$ cat src/rtl/my_pe_pkg.sv
// Shared constants, pipeline-stage type and the width-generic saturating adder
// for the my_pe_vec dot-product engine.
package my_pe_pkg;

    localparam int DEF_DATA_W = 16;
    localparam int DEF_ACC_W  = 40;
    localparam int DEF_DEPTH  = 16;
    localparam int DEF_PIPE   = 2;

    // Widest accumulator sat_add can handle; operands are sign-extended to this.
    localparam int SAT_MAX_W  = 128;

    typedef struct packed {
        logic valid;
        logic last;
    } stage_t;

    typedef struct packed {
        logic                 sat;
        logic [SAT_MAX_W-1:0] sum;
    } sat_res_t;

    // Adds two w-bit signed values (already sign-extended) and clamps to w-bit range.
    function automatic sat_res_t sat_add(
        input logic signed [SAT_MAX_W-1:0] a,
        input logic signed [SAT_MAX_W-1:0] b,
        input int                          w
    );
        logic signed [SAT_MAX_W-1:0] s;
        logic signed [SAT_MAX_W-1:0] hi;
        logic signed [SAT_MAX_W-1:0] lo;
        sat_res_t                    r;
        s  = a + b;
        hi = (SAT_MAX_W'(1) << (w - 1)) - SAT_MAX_W'(1);
        lo = ~hi;
        r.sat = (s > hi) || (s < lo);
        if (s > hi) begin
            r.sum = hi;
        end else if (s < lo) begin
            r.sum = lo;
        end else begin
            r.sum = s;
        end
        return r;
    endfunction

endpackage

$ cat src/rtl/my_pe_buf.sv
// Coefficient buffer: DEPTH x DATA_W simple dual-port RAM, synchronous read,
// read-before-write on an address collision.
module my_pe_buf
    import my_pe_pkg::*;
#(
    parameter int DATA_W = DEF_DATA_W,
    parameter int DEPTH  = DEF_DEPTH,
    parameter int ADDR_W = $clog2(DEF_DEPTH)
) (
    input  logic              i_clk,
    input  logic              i_we,
    input  logic [ADDR_W-1:0] i_waddr,
    input  logic [DATA_W-1:0] i_wdata,
    input  logic [ADDR_W-1:0] i_raddr,
    output logic [DATA_W-1:0] o_rdata
);

    // NOTE: storage has no reset so it maps onto block/distributed RAM.
    logic [DATA_W-1:0] r_mem [DEPTH];

    // NOTE: non-blocking write and read in one block give read-before-write.
    always_ff @(posedge i_clk) begin
        if (i_we) begin
            r_mem[i_waddr] <= i_wdata;
        end
        o_rdata <= r_mem[i_raddr];
    end

endmodule

$ cat src/rtl/my_pe_vec.sv
// Vector PE: coefficient buffer plus pipelined signed MAC producing one dot
// product per last-framed vector. Define MY_PE_SAT_EN for saturating accumulate.
module my_pe_vec
    import my_pe_pkg::*;
#(
    parameter  int DATA_W = DEF_DATA_W,
    parameter  int ACC_W  = DEF_ACC_W,
    parameter  int DEPTH  = DEF_DEPTH,
    parameter  int PIPE   = DEF_PIPE,
    localparam int ADDR_W = (DEPTH > 1) ? $clog2(DEPTH) : 1
) (
    input  logic              aclk,
    input  logic              areset,
    input  logic              we,
    input  logic [ADDR_W-1:0] addr,
    input  logic [DATA_W-1:0] din,
    input  logic              valid,
    input  logic [DATA_W-1:0] ain,
    input  logic              last,
    output logic              dvalid,
    output logic [ACC_W-1:0]  dout,
    output logic              busy,
    output logic              ovf
);

    localparam int PROD_W = 2 * DATA_W;

    generate
        if (ACC_W < PROD_W) begin : g_bad_acc_w
            $error("my_pe_vec: ACC_W must be >= 2*DATA_W");
        end
        if (PIPE < 1) begin : g_bad_pipe
            $error("my_pe_vec: PIPE must be >= 1");
        end
    endgenerate

    logic signed [DATA_W-1:0] w_rdata;
    stage_t                   r_s0;
    logic signed [DATA_W-1:0] r_s0_ain;
    stage_t                   r_pv   [PIPE];
    logic signed [PROD_W-1:0] r_prod [PIPE];
    logic signed [PROD_W-1:0] w_prod;
    logic signed [ACC_W-1:0]  w_prod_ext;
    logic signed [ACC_W-1:0]  w_sum;
    logic signed [ACC_W-1:0]  r_acc;
    logic signed [ACC_W-1:0]  r_res;
    logic                     r_pending;
    logic                     r_res_vld;
    logic                     r_dvalid;
    logic [ACC_W-1:0]         r_dout;
    logic                     w_busy;

    my_pe_buf #(
        .DATA_W (DATA_W),
        .DEPTH  (DEPTH),
        .ADDR_W (ADDR_W)
    ) u_buf (
        .i_clk   (aclk),
        .i_we    (we),
        .i_waddr (addr),
        .i_wdata (din),
        .i_raddr (addr),
        .o_rdata (w_rdata)
    );

    // S0: operand register alongside the synchronous buffer read.
    always_ff @(posedge aclk) begin
        if (areset) begin
            r_s0 <= '0;
        end else begin
            r_s0.valid <= valid;
            r_s0.last  <= valid & last;
        end
    end

    always_ff @(posedge aclk) begin
        r_s0_ain <= ain;
    end

    assign w_prod = PROD_W'(w_rdata) * PROD_W'(r_s0_ain);

    always_ff @(posedge aclk) begin
        if (areset) begin
            for (int i = 0; i < PIPE; i++) begin
                r_pv[i] <= '0;
            end
        end else begin
            r_pv[0] <= r_s0;
            for (int i = 1; i < PIPE; i++) begin
                r_pv[i] <= r_pv[i-1];
            end
        end
    end

    always_ff @(posedge aclk) begin
        r_prod[0] <= w_prod;
        for (int i = 1; i < PIPE; i++) begin
            r_prod[i] <= r_prod[i-1];
        end
    end

    assign w_prod_ext = ACC_W'(r_prod[PIPE-1]);

`ifdef MY_PE_SAT_EN
    sat_res_t w_sat;
    logic     r_ovf;

    assign w_sat = sat_add(SAT_MAX_W'(r_acc), SAT_MAX_W'(w_prod_ext), ACC_W);
    assign w_sum = w_sat.sum[ACC_W-1:0];

    always_ff @(posedge aclk) begin
        if (areset) begin
            r_ovf <= 1'b0;
        end else if (r_pv[PIPE-1].valid && w_sat.sat) begin
            r_ovf <= 1'b1;
        end
    end

    assign ovf = r_ovf;
`else
    assign w_sum = r_acc + w_prod_ext;
    assign ovf   = 1'b0;
`endif

    // Accumulate stage: a last element closes the sum and re-arms acc at zero.
    always_ff @(posedge aclk) begin
        if (areset) begin
            r_acc     <= '0;
            r_pending <= 1'b0;
            r_res_vld <= 1'b0;
        end else if (r_pv[PIPE-1].valid) begin
            r_acc     <= r_pv[PIPE-1].last ? '0 : w_sum;
            r_pending <= ~r_pv[PIPE-1].last;
            r_res_vld <= r_pv[PIPE-1].last;
        end else begin
            r_res_vld <= 1'b0;
        end
    end

    always_ff @(posedge aclk) begin
        if (r_pv[PIPE-1].valid && r_pv[PIPE-1].last) begin
            r_res <= w_sum;
        end
    end

    always_ff @(posedge aclk) begin
        if (areset) begin
            r_dvalid <= 1'b0;
            r_dout   <= '0;
        end else begin
            r_dvalid <= r_res_vld;
            if (r_res_vld) begin
                r_dout <= r_res;
            end
        end
    end

    // NOTE: default assigned first so the loop cannot infer a latch.
    always_comb begin
        w_busy = r_s0.valid | r_pending | r_res_vld;
        for (int i = 0; i < PIPE; i++) begin
            w_busy = w_busy | r_pv[i].valid;
        end
    end

    assign dvalid = r_dvalid;
    assign dout   = r_dout;
    assign busy   = w_busy;

endmodule

$ cat config.mk
export PLATFORM = sky130hd
export DESIGN_NAME = my_pe_vec
export DESIGN_NICKNAME = d
export VERILOG_FILES = /design/src/rtl/my_pe_pkg.sv /design/src/rtl/my_pe_buf.sv /design/src/rtl/my_pe_vec.sv
export SDC_FILE = /design/constraint.sdc
export NUM_CORES = 1
export LEC_CHECK = 0
export BUFFER_PORTS_ARGS = -buffer_cell sky130_fd_sc_hd__buf_4
export CAP_MARGIN = 20
export CORE_AREA = 10 10 249 251
export DETAILED_ROUTE_END_ITERATION = 10
export DIE_AREA = 0 0 259 261
export GPL_TIMING_DRIVEN = 0
export PLACE_DENSITY = 0.66
export SKIP_LAST_GASP = 1
export SYNTH_ARGS = -nofsm -noshare
export SYNTH_HDL_FRONTEND = slang
export SYNTH_SLANG_ARGS = --single-unit
$ cat constraint.sdc
create_clock -name aclk -period 10.15 [get_ports aclk]
set_input_delay 2.03 -clock aclk [delete_from_list [all_inputs] [get_ports aclk]]
set_output_delay 2.03 -clock aclk [all_outputs]
set_load 0.005 [all_outputs]
# Word-level counts from Yosys, hierarchy flattened

Memory sizes are Yosys's and may differ from the RTL's. A register that Yosys moved wholly into a read port is not among the register bits.
Index checks and enable logic that the tools add are counted.

Register bits: 141
Bits in writable memories: 324
Bits of input ports: 41
Output and inout bits: 43
Word-level logic and storage cells: 33
Memories kept: 3

Memory list:

| memory      | words | width | read ports | clocked after Yosys merged registers in | write ports | line            | text |
|---|---|---|---|---|---|---|---|
| u_buf.r_mem | 16    | 16    | 1          | 1                                       | 1           | my_pe_buf.sv:19 | `logic [DATA_W-1:0] r_mem [DEPTH];` |
| r_prod      | 2     | 32    | 2          | 0                                       | 2           | my_pe_vec.sv:41 | `logic signed [PROD_W-1:0] r_prod [PIPE];` |
| r_pv        | 2     | 2     | 2          | 0                                       | 2           | my_pe_vec.sv:40 | `stage_t r_pv [PIPE];` |

$add $sub $neg: 1
Multiply operators: 1
Muxes and demuxes: 8
Bitwise operators: 9
Reduce and logical (&&, ||, !) cells: 2

Operators by type and width:

| cell                                           | count |
|---|---|
| 40-bit by 32-bit adder with 40-bit output      | 1 |
| 40-bit 2-to-1 mux                              | 1 |
| 16-bit by 16-bit multiplier with 32-bit output | 1 |
| 1-bit bitwise OR                               | 6 |
| 1-bit 2-to-1 mux                               | 5 |
| 2-bit 2-to-1 mux                               | 2 |
| 1-bit NOT                                      | 2 |
| 2-bit OR reduction                             | 1 |
| 1-bit AND                                      | 1 |
| 1-bit logical AND                              | 1 |

# Logic depth before layout (Yosys ltp)

Depth in word-level cells: 4
Gate-level depth with buffers: 23
Mapped depth without buffers: 21

# Cells and area by module

Synthesis repeated with hierarchy kept, for this count alone.

Cells, all modules: 2241
Area total of the unflattened synthesis: 27883.0 µm²

By module, submodules not included:

| module    | times used | cells an instance | area an instance (µm²) | seq. area each (µm²) |
|---|---|---|---|---|
| my_pe_vec | 1          | 1809              | 17839.6                | 4584.4 |
| my_pe_buf | 1          | 432               | 10043.4                | 8007.7 |

# Worst setup path after synthesis

Ideal clock, no wire load.

Path kind: flip-flop to flip-flop
Start: register u_buf.o_rdata[15], read port of u_buf.r_mem
End: memory r_prod[0][31] (netlist bit)
Setup time: 79 ps
Data arrival time: 5761 ps
Data required time: 10071 ps
Setup slack: 4310 ps
Stages on the path, launching flop included: 21
Buffers on the path: 1
Period minus slack after synthesis: 5840 ps
Cells stage by stage: dfxtp_1 > clkbuf_1 > nand2_1 > inv_1 > fa_1 > fa_1 > fa_1 > fa_1 > fa_1 > inv_1 > fa_1 > inv_1 > ha_1 > and4_1 > and3_1 > nand2_1 > nor2_1 > a21oi_1 > o211ai_1 > a2111o_1 > o211ai_1

RTL lines:

| what        | line            | text |
|---|---|---|
| from (decl) | my_pe_buf.sv:15 | `output logic [DATA_W-1:0] o_rdata` |
| to (decl)   | my_pe_vec.sv:41 |  |

==> results.py <==
metrics = {
    "drt": {
        "antenna_violating_nets_post_route": 0,
        "wl_um": 65800,
        "dr_total_vias": 17700,
        "remaining_drc_errors": 0,
        "avgRoutedWirePerCell_um": 20.3,
        "drt_iter0_markers": 1238,
        "drt_first_pass_iters": 5,
        "avgViaCountPerCell": 5.44,
    },
    "clock_tree": {
        "buffers_from_clock_root_to_sink_at_most": 3,
        "cts.sinks": 481,
        "cts-hold-fix-buffers": 0,
        "ctsRootBufferMaster": "clkbuf_16",
        "clk_latency_ns": 0.61,
        "htree_levels": 2,
        "path_clk_slew_ns": 0.06,
        "cts-buffers-inserted": 50,
        "clock_tree_from_tritoncts": "done",
        "cts_resized": 0,
        "setup_fix_bufs_post_cts": 0,
    },
    "die": {
        "std_cell_rows": 88,
        "initial_core_util": 0.494,
        "chipHeight_um": 261,
        "chipWidth_um": 259,
        "core_area_um2": 57100,
        "design.portCount": 84,
        "die_area_um2": 67600,
    },
    "layout": {
        "seqCellArea_um2": 12600,
        "final_util": 0.557,
        "syn2layout_area_growth_pct": 12.7,
        "nets": 2865,
        "number_of_diodes_added_for_antenna_fixing": 0,
        "multi_input_comb_area_um2": 14200,
        "post_route_cells_drive_above_1_share": 0.121,
        "postLayoutCellArea_um2": 31800,
        "layout.filler_cells": 4720,
    },
    "grt": {
        "busiest_grt_layer": "met2",
        "grt_use_met2": 0.323,
        "grt_pass1_wl_um": 104000,
        "globalRoute.totalOverflow": 0,
        "gr-usage-met3": 0.0347,
        "first_global_vias": 18600,
        "track_usage": 0.199,
        "grt_start_max_net_pins": 43,
        "grt_use_met1": 0.270,
        "antenna_found_initial": 0,
    },
    "sta": {
        "final_min_period_over_clock_period": 0.714,
        "hold-worst-slack_ns": 0.311,
        "finalWorstPathRequiredPeriod_ns": 7.24,
        "slew_viol_final": 0,
        "timing.final.setup_violations": 0,
        "timing_worst_slew_pin_value_ns": 0.979,
        "fmax_ghz": 0.138,
        "skew_ns": 0.0335,
        "relSlewSlack": 0.347,
        "grt_setup_unrepaired": "false",
        "totalNegativeSetupSlack_ns": 0,
        "hold_violations": 0,
    },
    "critical_path": {
        "cp.buffers_inverters": 4,
        "max_stage_delay_ns": 0.85,
        "cpMostUsedCell": "fa_1",
        "cp_slowest_cell": "fa_1",
        "cp_max_fanout": 10,
        "path_class": "reg2reg",
        "worstSetupStartpointType": "flip-flop",
        "timing.critical_path.cells": "clkbuf_1 > nand2_1 > inv_1 > fa_1 > fa_1 > fa_1 > fa_1 > fa_1 > inv_1 > fa_1 > inv_1 > ha_1 > and4_1 > and3_1 > nand2_1 > nor2_1 > a21oi_1 > o211ai_1 > a2111o_1 > o211ai_1",
        "worstPathRequired_ns": 10.63,
        "end_kind": "flip-flop",
        "critical_path.top_delay_family": "adder cells",
        "cp.arrival_ns": 7.72,
    },
    "synthesis": {
        "synth_fa_ha_area_frac": 0.240,
        "post_synth_inst_count": 2290,
        "synth_seq_area_share": 0.446,
        "ys.flop_type": "edfxtp_1",
        "number_of_synthesized_flops_with_an_enable_pin": 296,
        "yosys.cell_types.count": 79,
        "post_synthesis_compound_gate_area_fraction": 0.0611,
        "synth_top_family_by_area": "adder cells",
        "yosys_register_bits": 481,
        "mappedNetlistArea_um2": 28200,
        "muxShareOfSynthArea": 0.0783,
        "avgSynthCellArea_um2": 12.3,
        "synthXorXnorAreaFrac": 0.0179,
        "total_nets_after_synthesis": 2715,
        "ys.warnings.count": 0,
        "async_reset_ff_frac": 0,
        "synthSimpleGateAreaFrac": 0.104,
    },
    "job": {
        "maxCapViolCount": 0,
    },
    "place": {
        "post_dp_hpwl_um": 49500,
        "post_place_instance_area_um2": 30100,
        "portBuffers": 78,
        "finalWeightedCongestion": 0.915,
    },
    "worst_hold_path": {
        "min-delay-path-class": "reg2reg",
    },
    "status": {
        "status": "complete, no violations",
    },
}
[Yosys cell counts, types with 37 or more instances]
master	n	area, um^2
inv_1	307	1150
a21oi_1	88	440
fa_1	263	5270
edfxtp_1	296	8890
mux2i_1	41	410
dfxtp_1	185	3700
clkbuf_1	68	255
nor2_1	129	484
ha_1	121	1510
and2_1	137	857
o21ai_0	47	235
xnor2_1	37	324
mux4_2	80	1800
nand2_1	165	619
[path summary, 6_finish.rpt]
kind / from / endpoint / slack, ns / depth (start not counted)
min: r_prod[0][17] / r_prod[0][49] / 0.31 / 0
min reg2reg: r_prod[0][17] / r_prod[0][49] / 0.31 / 0
max reg2reg: r_s0_ain[2] / r_prod[0][31] / 2.91 / 20
max: r_s0_ain[2] / r_prod[0][31] / 2.91 / 20
[registers in the layout, summed over array words and instances (netlist names)]
name           count
r_s0_ain          16
r_pending          1
r_prod            64
dvalid             1
u_buf.r_mem      256
r_pv               4
r_acc             40
r_s0               2
dout              40
u_buf.o_rdata     16
r_res             40
r_res_vld          1
[area by class of cell]
cell class | instances | area share
sequential | 481 | 0.396
tap | 765 | 0.0301
inverter | 308 | 0.0363
multi-input combinational | 1417 | 0.447
timing repair buffer | 98 | 0.0283
clock inverter | 33 | 0.0115
clock buffer | 59 | 0.0410
buffer | 84 | 0.0103
[routing by layer]
layer / share of wire / routed length (um)
met1: 0.44 / 28800
met2: 0.47 / 30800
met3: 0.070 / 4580
met4: 0.026 / 1710
met5: 0 / 0
[cell families after synthesis]
kind of cell / count (synthesis)
simple gates: 590
flops: 481
buf+inv: 392
fa+ha+maj: 384
compound gates: 265
mux: 121
xor+xnor: 56
other cells: 1
[metrics by stage]
step | std cells | worst slack [ns]
floorplan | 2290 | 4.31
global placement | 3133 | 3.01
detailed placement | 3151 | 2.96
CTS | 3243 | 2.95
global route | 3245 | 2.55
finish | 3245 | 2.91
[cell usage in the layout, fill, tap and decap left out, drive strengths merged, types with 19 or more instances in the layout]
master    n
inv     314
nand2   165
edfxtp  296
o21ai    52
nor3     20
a21oi    90
nand3    25
a21o     25
nand2b   23
mux4     80
dfxtp   185
nor2b    32
nor2    130
clkbuf  127
buf     114
clkinv   19
fa      263
xnor2    37
mux2i    41
and2    139
ha      121
Power is not shown: default switching activity piles up to over one toggle a cycle in this logic, so the estimate is an artifact.
